## config.mk

```make
export PLATFORM = sky130hd
export DESIGN_NAME = clb_param_flat
export DESIGN_NICKNAME = d
export VERILOG_FILES = /design/src/rtl/clb_param_if.sv /design/src/rtl/clb_param.sv /design/src/flat_wrapper.sv
export SDC_FILE = /design/constraint.sdc
export NUM_CORES = 1
export LEC_CHECK = 0
export BUFFER_PORTS_ARGS = -buffer_cell sky130_fd_sc_hd__buf_2
export CAP_MARGIN = 5
export CORE_MARGIN = 2
export CORE_UTILIZATION = 30
export CTS_CLUSTER_SIZE = 16
export DETAILED_ROUTE_END_ITERATION = 8
export GPL_TIMING_DRIVEN = 0
export PLACE_DENSITY = 0.44
export SLEW_MARGIN = 10
export SYNTH_ARGS = -nofsm -noshare
export SYNTH_HDL_FRONTEND = slang
export SYNTH_SLANG_ARGS = --single-unit
```

## constraint.sdc

```tcl
create_clock -name K -period 2.5 [get_ports K]
set_input_delay 0.5 -clock K [delete_from_list [all_inputs] [get_ports K]]
set_output_delay 0.5 -clock K [all_outputs]
set_load 0.01 [all_outputs]
```

## src/rtl/clb_param_if.sv

```systemverilog
// Signal bundle for clb_param: LUT inputs, storage clock enable,
// serial configuration chain and the two block outputs.
interface clb_param_if #(
    parameter int LUT_K = 4
);
    logic [LUT_K-1:0] IN;
    logic             CE;
    logic             CFG_EN;
    logic             CFG_DIN;
    logic             CFG_DOUT;
    logic             CFG_DONE;
    logic             X;
    logic             Y;

    modport master (
        output IN, CE, CFG_EN, CFG_DIN,
        input  CFG_DOUT, CFG_DONE, X, Y
    );

    modport slave (
        input  IN, CE, CFG_EN, CFG_DIN,
        output CFG_DOUT, CFG_DONE, X, Y
    );
endinterface

```

## src/rtl/clb_param.sv

```systemverilog
// Configurable logic block: K-input LUT (optionally split in two halves), one
// storage element with set/reset selects, loaded through a serial config chain.
module clb_param #(
    parameter int LUT_K = 4
) (
    input logic        K,
    input logic        RST,
    clb_param_if.slave bus
);
    localparam int M    = 2 ** LUT_K;
    localparam int CFGW = M + 11;
    localparam int CNTW = $clog2(CFGW);
    localparam logic [CNTW-1:0] CNT_LAST = CNTW'(CFGW - 1);

    typedef enum logic {IDLE, LOADING} state_t;

    state_t            state, state_nx;
    logic [CFGW-1:0]   shreg, cfg, word_nx;
    logic [CNTW-1:0]   cnt;
    logic              cfg_valid, cfg_valid_nx, cfg_done, done_nx;
    logic              last;
    logic              q;

    logic [M-1:0]      mem;
    logic              split, fbsel, dsel;
    logic [1:0]        ssel, rsel, xsel, ysel;
    logic [LUT_K-1:0]  addr;
    logic              f, g, s, r, d, x_mux, y_mux;

    assign word_nx = {shreg[CFGW-2:0], bus.CFG_DIN};
    assign last    = bus.CFG_EN && (cnt == CNT_LAST);

    // NOTE: every variable gets a default before any branch, so no latch is inferred.
    always_comb begin
        state_nx     = state;
        cfg_valid_nx = cfg_valid || last;
        if (bus.CFG_EN) begin
            state_nx = last ? IDLE : LOADING;
        end
        done_nx = cfg_valid_nx && (state_nx == IDLE);
    end

    // NOTE: sequential state uses non-blocking assignments only.
    always_ff @(posedge K) begin
        if (RST) state <= IDLE;
        else     state <= state_nx;
    end

    // Reset outranks a shift on the same edge; CFG_EN=0 freezes a partial load.
    always_ff @(posedge K) begin
        if (RST) begin
            shreg     <= '0;
            cnt       <= '0;
            cfg       <= '0;
            cfg_valid <= 1'b0;
            cfg_done  <= 1'b0;
        end else begin
            if (bus.CFG_EN) begin
                shreg <= word_nx;
                cnt   <= last ? '0 : cnt + 1'b1;
            end
            if (last) cfg <= word_nx;
            cfg_valid <= cfg_valid_nx;
            cfg_done  <= done_nx;
        end
    end

    assign mem   = cfg[M-1:0];
    assign split = cfg[M];
    assign fbsel = cfg[M+1];
    assign ssel  = cfg[M+3:M+2];
    assign rsel  = cfg[M+5:M+4];
    assign xsel  = cfg[M+7:M+6];
    assign ysel  = cfg[M+9:M+8];
    assign dsel  = cfg[M+10];

    always_comb begin
        addr = bus.IN;
        if (fbsel) addr[0] = q;
        if (split) begin
            f = mem[{1'b0, addr[LUT_K-2:0]}];
            g = mem[{1'b1, addr[LUT_K-2:0]}];
        end else begin
            f = mem[addr];
            g = f;
        end
        unique case (ssel)
            2'b01:   s = f;
            2'b10:   s = bus.IN[LUT_K-1];
            default: s = 1'b0;
        endcase
        unique case (rsel)
            2'b01:   r = g;
            2'b10:   r = bus.IN[0];
            default: r = 1'b0;
        endcase
        d = dsel ? g : f;
    end

    always_ff @(posedge K) begin
        if (RST) begin
            q <= 1'b0;
        end else if (cfg_valid && bus.CE) begin
            if (r)      q <= 1'b0;
            else if (s) q <= 1'b1;
            else        q <= d;
        end
    end

    always_comb begin
        x_mux = 1'b0;
        y_mux = 1'b0;
        if (cfg_valid) begin
            unique case (xsel)
                2'b00:   x_mux = f;
                2'b01:   x_mux = g;
                default: x_mux = q;
            endcase
            unique case (ysel)
                2'b00:   y_mux = q;
                2'b01:   y_mux = g;
                default: y_mux = f;
            endcase
        end
    end

    assign bus.X        = x_mux;
    assign bus.Y        = y_mux;
    assign bus.CFG_DOUT = shreg[CFGW-1];
    assign bus.CFG_DONE = cfg_done;
endmodule
```

## src/flat_wrapper.sv

```systemverilog
// flat-port wrapper written by rule: the top's interface ports become plain ports
module clb_param_flat 
#(
    parameter int LUT_K = 4
)
  (K, RST, bus_IN, bus_CE, bus_CFG_EN, bus_CFG_DIN, bus_CFG_DOUT, bus_CFG_DONE, bus_X, bus_Y);
  clb_param_if #(.LUT_K(LUT_K)) bus_i ();
  input logic K;
  input logic RST;
  input wire logic [$bits(bus_i.IN)-1:0] bus_IN;
  input wire logic [$bits(bus_i.CE)-1:0] bus_CE;
  input wire logic [$bits(bus_i.CFG_EN)-1:0] bus_CFG_EN;
  input wire logic [$bits(bus_i.CFG_DIN)-1:0] bus_CFG_DIN;
  output wire logic [$bits(bus_i.CFG_DOUT)-1:0] bus_CFG_DOUT;
  output wire logic [$bits(bus_i.CFG_DONE)-1:0] bus_CFG_DONE;
  output wire logic [$bits(bus_i.X)-1:0] bus_X;
  output wire logic [$bits(bus_i.Y)-1:0] bus_Y;
  assign bus_i.IN = bus_IN;
  assign bus_i.CE = bus_CE;
  assign bus_i.CFG_EN = bus_CFG_EN;
  assign bus_i.CFG_DIN = bus_CFG_DIN;
  assign bus_CFG_DOUT = bus_i.CFG_DOUT;
  assign bus_CFG_DONE = bus_i.CFG_DONE;
  assign bus_X = bus_i.X;
  assign bus_Y = bus_i.Y;
  clb_param #(.LUT_K(LUT_K)) u_core (.K(K), .RST(RST), .bus(bus_i));
endmodule
```

After elaboration in Yosys (flattened, before gate mapping)
Cells that the tools add are included.
{"block": "totals", "romBits": 0, "word_cells": 46, "memories": 0, "ram_bits": 0, "reg_bits": 63, "in_bits": 9, "latch_bits": 0}
{"block": "op_classes", "reduce_logical": 6, "muxes": 21, "n_div": 0, "n_shift": 0, "mul": 0, "n_eq_ne": 7, "magnitude_cmp": 3, "add_sub_neg": 1, "bitwise": 1}
{"cell": "1-bit 2-to-1 mux", "count": 13}
{"cell": "4-bit by 5-bit less-than comparator with 1-bit output, second input constant", "count": 2}
{"cell": "2-bit by 1-bit == test with 1-bit output, second input constant", "count": 4}
{"cell": "1-bit case mux with 2 select lines", "count": 4}
{"cell": "1-bit binary-select mux with 3-bit select", "count": 2}
{"cell": "5-bit by 1-bit adder with 5-bit output, second input constant", "count": 1}
{"cell": "5-bit == test, second input constant", "count": 1}
{"cell": "3-bit by 5-bit less-than comparator with 1-bit output, second input constant", "count": 1}
{"cell": "5-bit 2-to-1 mux", "count": 1}
{"cell": "1-bit binary-select mux with 4-bit select", "count": 1}
{"cell": "2-bit == test, second input constant", "count": 2}
{"cell": "2-bit logical NOT", "count": 2}
{"cell": "1-bit logical AND", "count": 3}
{"cell": "1-bit logical OR", "count": 1}
{"cell": "1-bit inverter", "count": 1}

Longest topological paths before layout
Gate-level depths: netlist (run 1).
{"block": "logic_depth", "word_depth": 7, "ltp_mapped": 8, "ltp_nobuf": 7}

Worst setup path after synthesis (run 1)
Ideal clock, no wire load.
{"block": "synth_timing", "kind": "input port to output port", "from": "in bus_IN[0]", "to": "out bus_X", "slack_ns": 0.143, "arrival_time_ns": 1.857, "stages": 5, "path_cell_list": "mux2i_2 > mux4_2 > mux4_2 > mux2i_1 > o21ai_1"}
{"block": "synth_via", "elab_chain_cells": 6, "word_cells_on_any_way": 11, "cone_classes": "11 x mux"}
{"element": "from (decl)", "line_no": "flat_wrapper.sv:10", "source": "input wire logic [$bits(bus_i.IN)-1:0] bus_IN;"}
{"element": "1-bit 2-to-1 mux (*)", "line_no": "clb_param.sv:79", "source": "if (fbsel) addr[0] = q;"}
{"element": "1-bit binary-select mux with 4-bit select, or another cell as far along", "line_no": "clb_param.sv:84", "source": "f = mem[addr];"}
{"element": "1-bit 2-to-1 mux (on tied branches)", "line_no": "clb_param.sv:84, clb_param.sv:81, clb_param.sv:82"}
{"element": "1-bit 2-to-1 mux", "line_no": "clb_param.sv:80", "source": "if (split) begin"}
{"element": "1-bit case mux with 2 select lines (*)", "line_no": "clb_param.sv:114", "source": "unique case (xsel)"}
{"element": "1-bit 2-to-1 mux (*)", "line_no": "clb_param.sv:113", "source": "if (cfg_valid) begin"}
{"element": "to (decl)", "line_no": "flat_wrapper.sv:16", "source": "output wire logic [$bits(bus_i.X)-1:0] bus_X;"}
Every way passes the cells marked *; elsewhere a longest branch is shown, timed or not. The select of a mux whose other input is x is not followed.

Worst setup path after layout (run 1)
{"block": "layout_timing", "from": "reg u_core.cfg[17]", "to": "out bus_X"}
{"block": "layout_via", "elab_chain_cells": 6, "word_cells_on_any_way": 11, "cone_classes": "11 x mux"}
{"element": "from (decl)", "line_no": "clb_param.sv:18", "source": "logic [CFGW-1:0] shreg, cfg, word_nx;"}
{"element": "from (signal assigned)", "line_no": "clb_param.sv:62", "source": "if (last) cfg <= word_nx;"}
{"element": "1-bit 2-to-1 mux (*)", "line_no": "clb_param.sv:79"}
{"element": "1-bit binary-select mux with 4-bit select, or another cell as far along", "line_no": "clb_param.sv:84"}
{"element": "1-bit 2-to-1 mux (on tied branches)", "line_no": "clb_param.sv:84, clb_param.sv:81, clb_param.sv:82"}
{"element": "1-bit 2-to-1 mux", "line_no": "clb_param.sv:80"}
{"element": "1-bit case mux with 2 select lines (*)", "line_no": "clb_param.sv:114"}
{"element": "1-bit 2-to-1 mux (*)", "line_no": "clb_param.sv:113"}
Marks and branches as above.

==> summary.md, run 1 <==
| Metric | Value |
|---|---|
| I/O pin count | 13 |
| Yosys reg bits | 63 |
| Dpl cells | around 400 |
| Die width | 96.6 microns |
| Antenna Violating Nets Remaining | 0 |
| First-pass GRT wire length | 9170 microns |
| Most frequent CP cell | mux4_2 |
| HP Class | primary input to flip-flop |
| PortBufs | 9 |
| DR pass1 iterations | 4 |
| Number of synthesized flops with an enable pin | 0 |
| Asr flop ratio synth | 0 |
| Post-synth cell types | 26 |
| Crit path from | u_core.cfg[17]$_SDFFE_PP0P_ |
| Synth Warn # | 0 |
| Vias in the first global route | 1,872 |
| DR iter-0 viols | 62 |
| Num CTS Buffers | 9 |
| Clock Path Buffers | 2 |
| # fillers | 893 |
| Clock sinks | 63 |
| Worst-Skew Late Latency | 0.34 ns |
| Worst path cell trace | mux2i_4 -> mux4_2 -> mux4_2 -> mux2i_1 -> o21ai_1 -> buf_2 |
| Max cap viols | 0 |
| Seq/Total Area, Yosys | 0.490 |
| Final Setup Violations | 2 |
| Final hold vios | 0 |
| DR vias/cell | 4.61 |
| Largest cells by area after synthesis | dfxtp_1 (49%), mux2i_1 (16%), nand2_1 (8.6%), nor2_1 (5.4%), a21oi_1 (5.2%) |
| Vias | 1,922 |
| P per Cell Area | 636 nW/um^2 |
| Slew at the pin closest to its max-slew limit | 0.746 ns |
| Cell Rows | 33 |
| Root Buffer | clkbuf_8 |
| DRT Wirelength | 5220 microns |
| Fmax | around 370 MHz |
| Syn Std Cell Area | about 2600 sq um |
| Avg Cell Area, Syn | 9.03 sq um |
| Commonest non-fill, non-tap cells in the layout | dfxtp_1 (62), nand2_1 (59), mux2i_1 (40), nor2_1 (37), a21oi_1 (27) |
| Switching power | approximately 0.00045 W |
| Worst EP arrival | 2.18 ns |
| Top_reg_cell synth | dfxtp_1 |
| RSZ-0062 raised after global routing | yes |
| Design area | 2950 sq um |
| Die Height | 96.6 microns |
| Synth area leader | dfxtp_1 |
| Int Pwr | 0.00142 W |
| Total GRT Usage | 0.122 |
| Seq pwr share | 0.540 |
| Pre-CTS setup slack | -0.265 ns |
| Status | finished with violations |
| Syn nets | 300 |
| Clock Skew | 0.0110 ns |
| N_diodes | 0 |
| GP Congestion | between 0.6 and 0.7 |
| Final #Nets | 322 |
| Startpoint Class | flip-flop |
| Failing checks | setup timing |
| Initial Util | 0.312 |
| Largest net degree at the start of global routing | 12 |
| CTS tree | built |
| Sw frac | 0.242 |
| Worst r2r src | u_core.cfg[17]$_SDFFE_PP0P_ |
| Leakage power | 1.11 nW |
| Setup WS post-layout | -0.178 ns |
| Reg clk slew, reported paths | 0.08 ns |
| Finished Layout Cells | around 420 |
| Most common cell after layout, fill and taps aside | dfxtp_1 |
| Area post-placement | 2750 sq um |
| Slowest-stage cell, CP | mux4_2 |
| Final Max Slew Viols | 0 |
| Layout area overhead | 14.7% |
| Worst setup EP type | output port |
| Period minus WS final | 2.68 ns |
| Layout cells sized above 1 | 0.103 |
| H-tree depth | 3 |
| Initial antenna violation count | 0 |
| Logic gate share of total power | 0.041 |
| Hpwl dp | 3650 microns |
| Period utilisation layout | 1.07 |
| WS Path Type | flip-flop to output port |
| Clock share of power | 0.419 |
| Crit-path max FO | 3 |
| Drc violations | 0 |
| Hold wc startpoint | bus_CFG_DIN |
| GRT overflow | 0 |
| Area fraction of the dominant cell type after synthesis | 0.490 |
| Worst IR Drop VDD | between 0.3 and 0.4 mV |
| Core area | 8260 sq um |
| CP peak stage delay | between 0.5 and 0.6 ns |
| Rel. slew slack | 0.502 |
| Avg WL per Cell | 12.5 microns |
| Worst hold slack | 0.429 ns |
| Synthesized instance count | between 200 and 300 |
| WP data required | 2.00 ns |
| Die ar. | 9340 sq um |
stage by stage:
| step | total power (W) | setup TNS [ns] | util |
|---|---|---|---|
| 2_1_floorplan | 0.00109 | 0 | - |
| 3_3_place_gp | 0.00111 | -0.561 | 0.333 |
| 3_5_place_dp | 0.00111 | -0.529 | 0.333 |
| 4_1_cts | 0.00191 | -0.400 | 0.357 |
| 5_1_grt | 0.00197 | -0.571 | 0.358 |
| 6_report | 0.00188 | -0.355 | 0.358 |
cells by family after synthesis:
logic type | share of synthesized area
buffers and inverters | 0.0379
muxes | 0.187
adders and majority gates | 0.0292
and+or+nand+nor | 0.176
xor gates and xnor gates | 0.0102
AOI/OAI and AO/OA | 0.0695
DFF | 0.490
cell type report:
| type | count | area, sq um | share of cell area |
|---|---|---|---|
| Tap cell | 105 | 131 | 0.0445 |
| Multi-Input combinational cell | 198 | 1220 | 0.415 |
| Sequential cell | 63 | 1260 | 0.428 |
| Inverter | 6 | 22.5 | 0.00762 |
| Clock inverter | 5 | 33.8 | 0.0114 |
| Buffer | 18 | 75.1 | 0.0254 |
| Timing Repair Buffer | 11 | 60.1 | 0.0203 |
| Clock buffer | 11 | 141 | 0.0479 |
critical path: cells and delay by family, from the launching register on:
family	cells	cell delay [ns]
buffers and inverters	1	0.13
multiplexers	4	1.28
flip-flops	1	0.37
AO/OA/AOI/OAI	1	0.07
worst paths after layout:
kind / cells after the start / to / slack (ns)
max reg2reg: 6 / u_core.q$_SDFFE_PP0P_ / 0.38
min reg2reg: 2 / u_core.cfg[9]$_SDFFE_PP0P_ / 0.46
min: 3 / u_core.cfg[0]$_SDFFE_PP0P_ / 0.43
max: 6 / bus_X / -0.18
cells in the mapped netlist (2+ instances only):
cell / number
nand4_1: 2
o21ai_1: 2
o21ai_0: 2
inv_1: 6
nand2b_1: 3
clkbuf_1: 14
a21oi_1: 27
mux2i_1: 40
buf_1: 3
ha_1: 6
dfxtp_1: 63
nor2_1: 37
xor2_1: 3
mux4_2: 3
nor3_1: 4
nand3_1: 2
nand2_1: 59
power by group through the flow:
stage	combinational [W]	sequential [W]	clock (W)
floorplan	0.0000564	0.00104	0
global placement	0.0000767	0.00104	0
detailed placement	0.0000771	0.00104	0
CTS	0.0000792	0.00101	0.000815
global route	0.0000870	0.00101	0.000865
finish	0.0000775	0.00101	0.000787
repair_timing:
action / 4_1_cts / 5_1_grt
resized for setup: 2 / 1
endpoints found under the setup margin: 2 / 2
hold buffers: 0 / 0
setup buffers: 2 / 0
pin swaps: 2 / 0
layer usage:
layer / track usage / routed length, microns / up-vias
li1: - / - / 989
met1: 0.165 / 2740 / 906
met2: 0.183 / 2210 / 19
met3: 0.0426 / 188 / 8
met4: 0.0358 / 72 / 0
met5: 0 / 0 / -
flip-flops by register name, indices dropped and copies added, names as in the netlist:
| register | cells |
|---|---|
| u_core.cfg_valid | 1 |
| u_core.bus.CFG_DONE | 1 |
| u_core.cfg | 27 |
| u_core.state | 1 |
| u_core.cnt | 5 |
| u_core.q | 1 |
| u_core.shreg | 27 |
Power figures use the tool's default switching activity.
==> inputs of run 2 (changes only) <==
REMOVE_ABC_BUFFERS = 1   (was unset)
==> run 2 against run 1 <==
Compared with the run above:
- non-clock buffer count fell by 15
- the run still ends with setup timing left
- core utilization shrank 0.77 points
- highest routed layer unchanged
- largest cell class unchanged
- total power shrank 2.5%
==> summary.md, run 2 (synthesis results as in run 1) <==
| Metric | Value |
|---|---|
| DR iter-0 viols | 61 (-1.6%) |
| Total GRT Usage | 0.119 (-0.00243) |
| Die ar. | 9340 sq um (unchanged) |
| Switching power | 0.000407 W (-10%) |
| Core area | 8260 sq um (unchanged) |
| Layout cells sized above 1 | 0.108 (+0.00554) |
| Clock Skew | 0.00365 ns (-0.00740 ns) |
| Worst setup EP type | output port |
| Hpwl dp | 3000 microns (-18%) |
| Commonest non-fill, non-tap cells in the layout | dfxtp_1 (62), nand2_1 (58), mux2i_1 (40), nor2_1 (37), a21oi_1 (27) |
| DR vias/cell | 4.60 (-0.28%) |
| HP Class | primary input to flip-flop |
| Finished Layout Cells | 401 (-3.8%) |
| Seq pwr share | 0.555 (+0.015) |
| Final Max Slew Viols | 0 (unchanged) |
| CTS Hold Bufs | 0 (unchanged) |
| RSZ-0062 raised after global routing | yes |
| GP Congestion | 0.646 (-4.5%) |
| Root Buffer | clkbuf_8 |
| Initial antenna violation count | 0 (unchanged) |
| Period utilisation layout | 1.08 (+0.00833) |
| Most common cell after layout, fill and taps aside | dfxtp_1 |
| DRT Wirelength | 5030 microns (-3.6%) |
| Period minus WS final | 2.70 ns (+0.0208 ns) |
| CTS tree | built |
| # fillers | 895 (+0.22%) |
| Slew at the pin closest to its max-slew limit | 1.00 ns (+0.258 ns) |
| Clock Path Buffers | 2 (unchanged) |
| Num CTS Buffers | 9 (unchanged) |
| Status | finished with violations |
| Hold Path End | u_core.cfg[0]$_SDFFE_PP0P_ |
| Antenna Violating Nets Remaining | 0 (unchanged) |
| Worst EP arrival | 2.20 ns (+0.02 ns) |
| H-tree depth | 3 (unchanged) |
| Final hold vios | 0 (unchanged) |
| Int Pwr | 0.00142 W (about the same) |
| Fmax | 371 MHz (-0.77%) |
| Initial Util | 0.312 (unchanged) |
| Failing checks | setup timing |
| Setup WS post-layout | -0.199 ns (-0.0208 ns) |
| Sw frac | 0.222 (-0.0191) |
| R2R cell count | 5 (-1) |
| DR top layer | met4 |
| Worst IR Drop VDD | 0.188 mV (-42%) |
| P per Cell Area | 633 nW/um^2 (-0.39%) |
| First-pass GRT wire length | 8910 microns (-2.8%) |
| Vias in the first global route | 1,746 (-6.7%) |
| Setup TNS | -0.382 ns (-0.0276 ns) |
| Leakage power | 1.10 nW (-1.3%) |
| Crit-path max FO | 4 (+1) |
| Logic gate share of total power | 0.042 (about the same) |
| WL met1 | 2580 microns (-6.0%) |
| Startpoint Class | flip-flop |
| Final #Nets | 307 (-4.7%) |
| Reg2Reg Setup Slack | 0.43 ns (+0.05 ns) |
| Hold Path Depth | 3 (unchanged) |
| Biggest regs | u_core.cfg (27), u_core.shreg (27), u_core.cnt (5) |
| DR pass1 iterations | 4 (unchanged) |
| WP data required | 2.00 ns (about the same) |
| Clock share of power | 0.403 (-0.016) |
| N_diodes | 0 (unchanged) |
| Total Power | 0.00183 W (-2.5%) |
| Rel. slew slack | 0.330 (-0.172) |
| GRT overflow | 0 (unchanged) |
| Reg clk slew, reported paths | 0.06 ns (-0.02 ns) |
| Die Height | 96.6 microns (unchanged) |
| Die width | 96.6 microns (unchanged) |
| Cell Rows | 33 (unchanged) |
| FF-to-FF End | u_core.q$_SDFFE_PP0P_ |
| WS Path Type | flip-flop to output port |
| Clock sinks | 63 (unchanged) |
| Dpl cells | 384 (-3.8%) |
| Vias | 1,843 (-4.1%) |
| Final Setup Violations | 2 (unchanged) |
| Met3 routed WL | 121 microns (-36%) |
| PortBufs | 12 (+3) |
| Layout area overhead | 12.2% |
| Max cap viols | 0 (unchanged) |
| Worst r2r src | u_core.cfg[17]$_SDFFE_PP0P_ |
| Drc violations | 0 (unchanged) |
| Largest net degree at the start of global routing | 64 (+52) |
| Wire length on met2 | 2220 microns (+0.45%) |
| I/O pin count | 13 (unchanged) |
| Avg WL per Cell | 12.5 microns (+0.20%) |
| Worst-Skew Late Latency | 0.33 ns (about the same) |
| Hold wc startpoint | bus_CFG_DIN |
==> run 2: changes by cell type in the layout (fill, tap and decap cells not counted), sizes merged <==
cell	previous run	this run
clkbuf	25	14
clkinv	3	1
clkinvlp	2	0
buf	15	14
==> run 2: cell type report <==
class | instances | area (sq um) | share of cell area
clock buffers | 14 | 153 | 0.0528
clock inverters | 1 | 5.00 | 0.00173
inverters | 6 | 22.5 | 0.00779
multi-input cells | 198 | 1230 | 0.425
flip-flops and latches | 63 | 1260 | 0.437
well taps | 105 | 131 | 0.0455
repair buffers | 14 | 87.6 | 0.0303
==> run 2: critical path, cell delays in order (launching register included) <==
cell and delay, ns:
dfxtp_2 0.36, mux2i_4 0.27, mux4_2 0.34, mux4_2 0.53, mux2i_1 0.17, o21ai_1 0.08, buf_2 0.13
==> run 2: per-stage QoR <==
stage | utilization | hold slack (ns) | setup slack (ns) | instance area, sq um
6_report | 0.350 | 0.428 | -0.199 | 2890
5_1_grt | 0.350 | 0.430 | -0.320 | 2890
4_1_cts | 0.347 | 0.402 | -0.223 | 2870
3_5_place_dp | 0.326 | 0.448 | -0.320 | 2690
3_3_place_gp | 0.326 | 0.441 | -0.336 | 2690
2_1_floorplan | - | 0.427 | 0.143 | 2500
==> run 2: routing by layer <==
metal | GRT usage | up-vias
met5 | 0 | -
met4 | 0.0748 | 0
met3 | 0.0246 | 6
met2 | 0.168 | 18
met1 | 0.166 | 859
li1 | - | 960
==> run 2: timing repair <==
action	in CTS	in global routing
pin swaps	2	1
gates resized for setup	2	1
buffers inserted	1	0
setup endpoints to repair	2	17
==> run 2: worst max path at each step <==
stage                                 from                        endpoint  slack [ns]  depth (start not counted)
2_1_floorplan                    bus_IN[0]                           bus_X        0.14                          5
5_1_grt        u_core.cfg[17]$_SDFFE_PP0P_                           bus_Y       -0.32                          6
3_3_place_gp                    bus_CFG_EN  u_core.bus.CFG_DONE$_SDFF_PP0_       -0.34                          5
4_1_cts        u_core.cfg[17]$_SDFFE_PP0P_                           bus_X       -0.22                          6
6_report       u_core.cfg[17]$_SDFFE_PP0P_                           bus_Y       -0.20                          6
3_5_place_dp                    bus_CFG_EN  u_core.bus.CFG_DONE$_SDFF_PP0_       -0.32                          5
==> run 2: power groups by stage <==
stage / logic (W) / clock network (W) / registers [W]
2_1_floorplan: 0.0000281 / 0 / 0.00104
3_3_place_gp: 0.0000720 / 0 / 0.00104
3_5_place_dp: 0.0000729 / 0 / 0.00104
4_1_cts: 0.0000749 / 0.000773 / 0.00101
5_1_grt: 0.0000862 / 0.000825 / 0.00101
6_report: 0.0000767 / 0.000738 / 0.00101
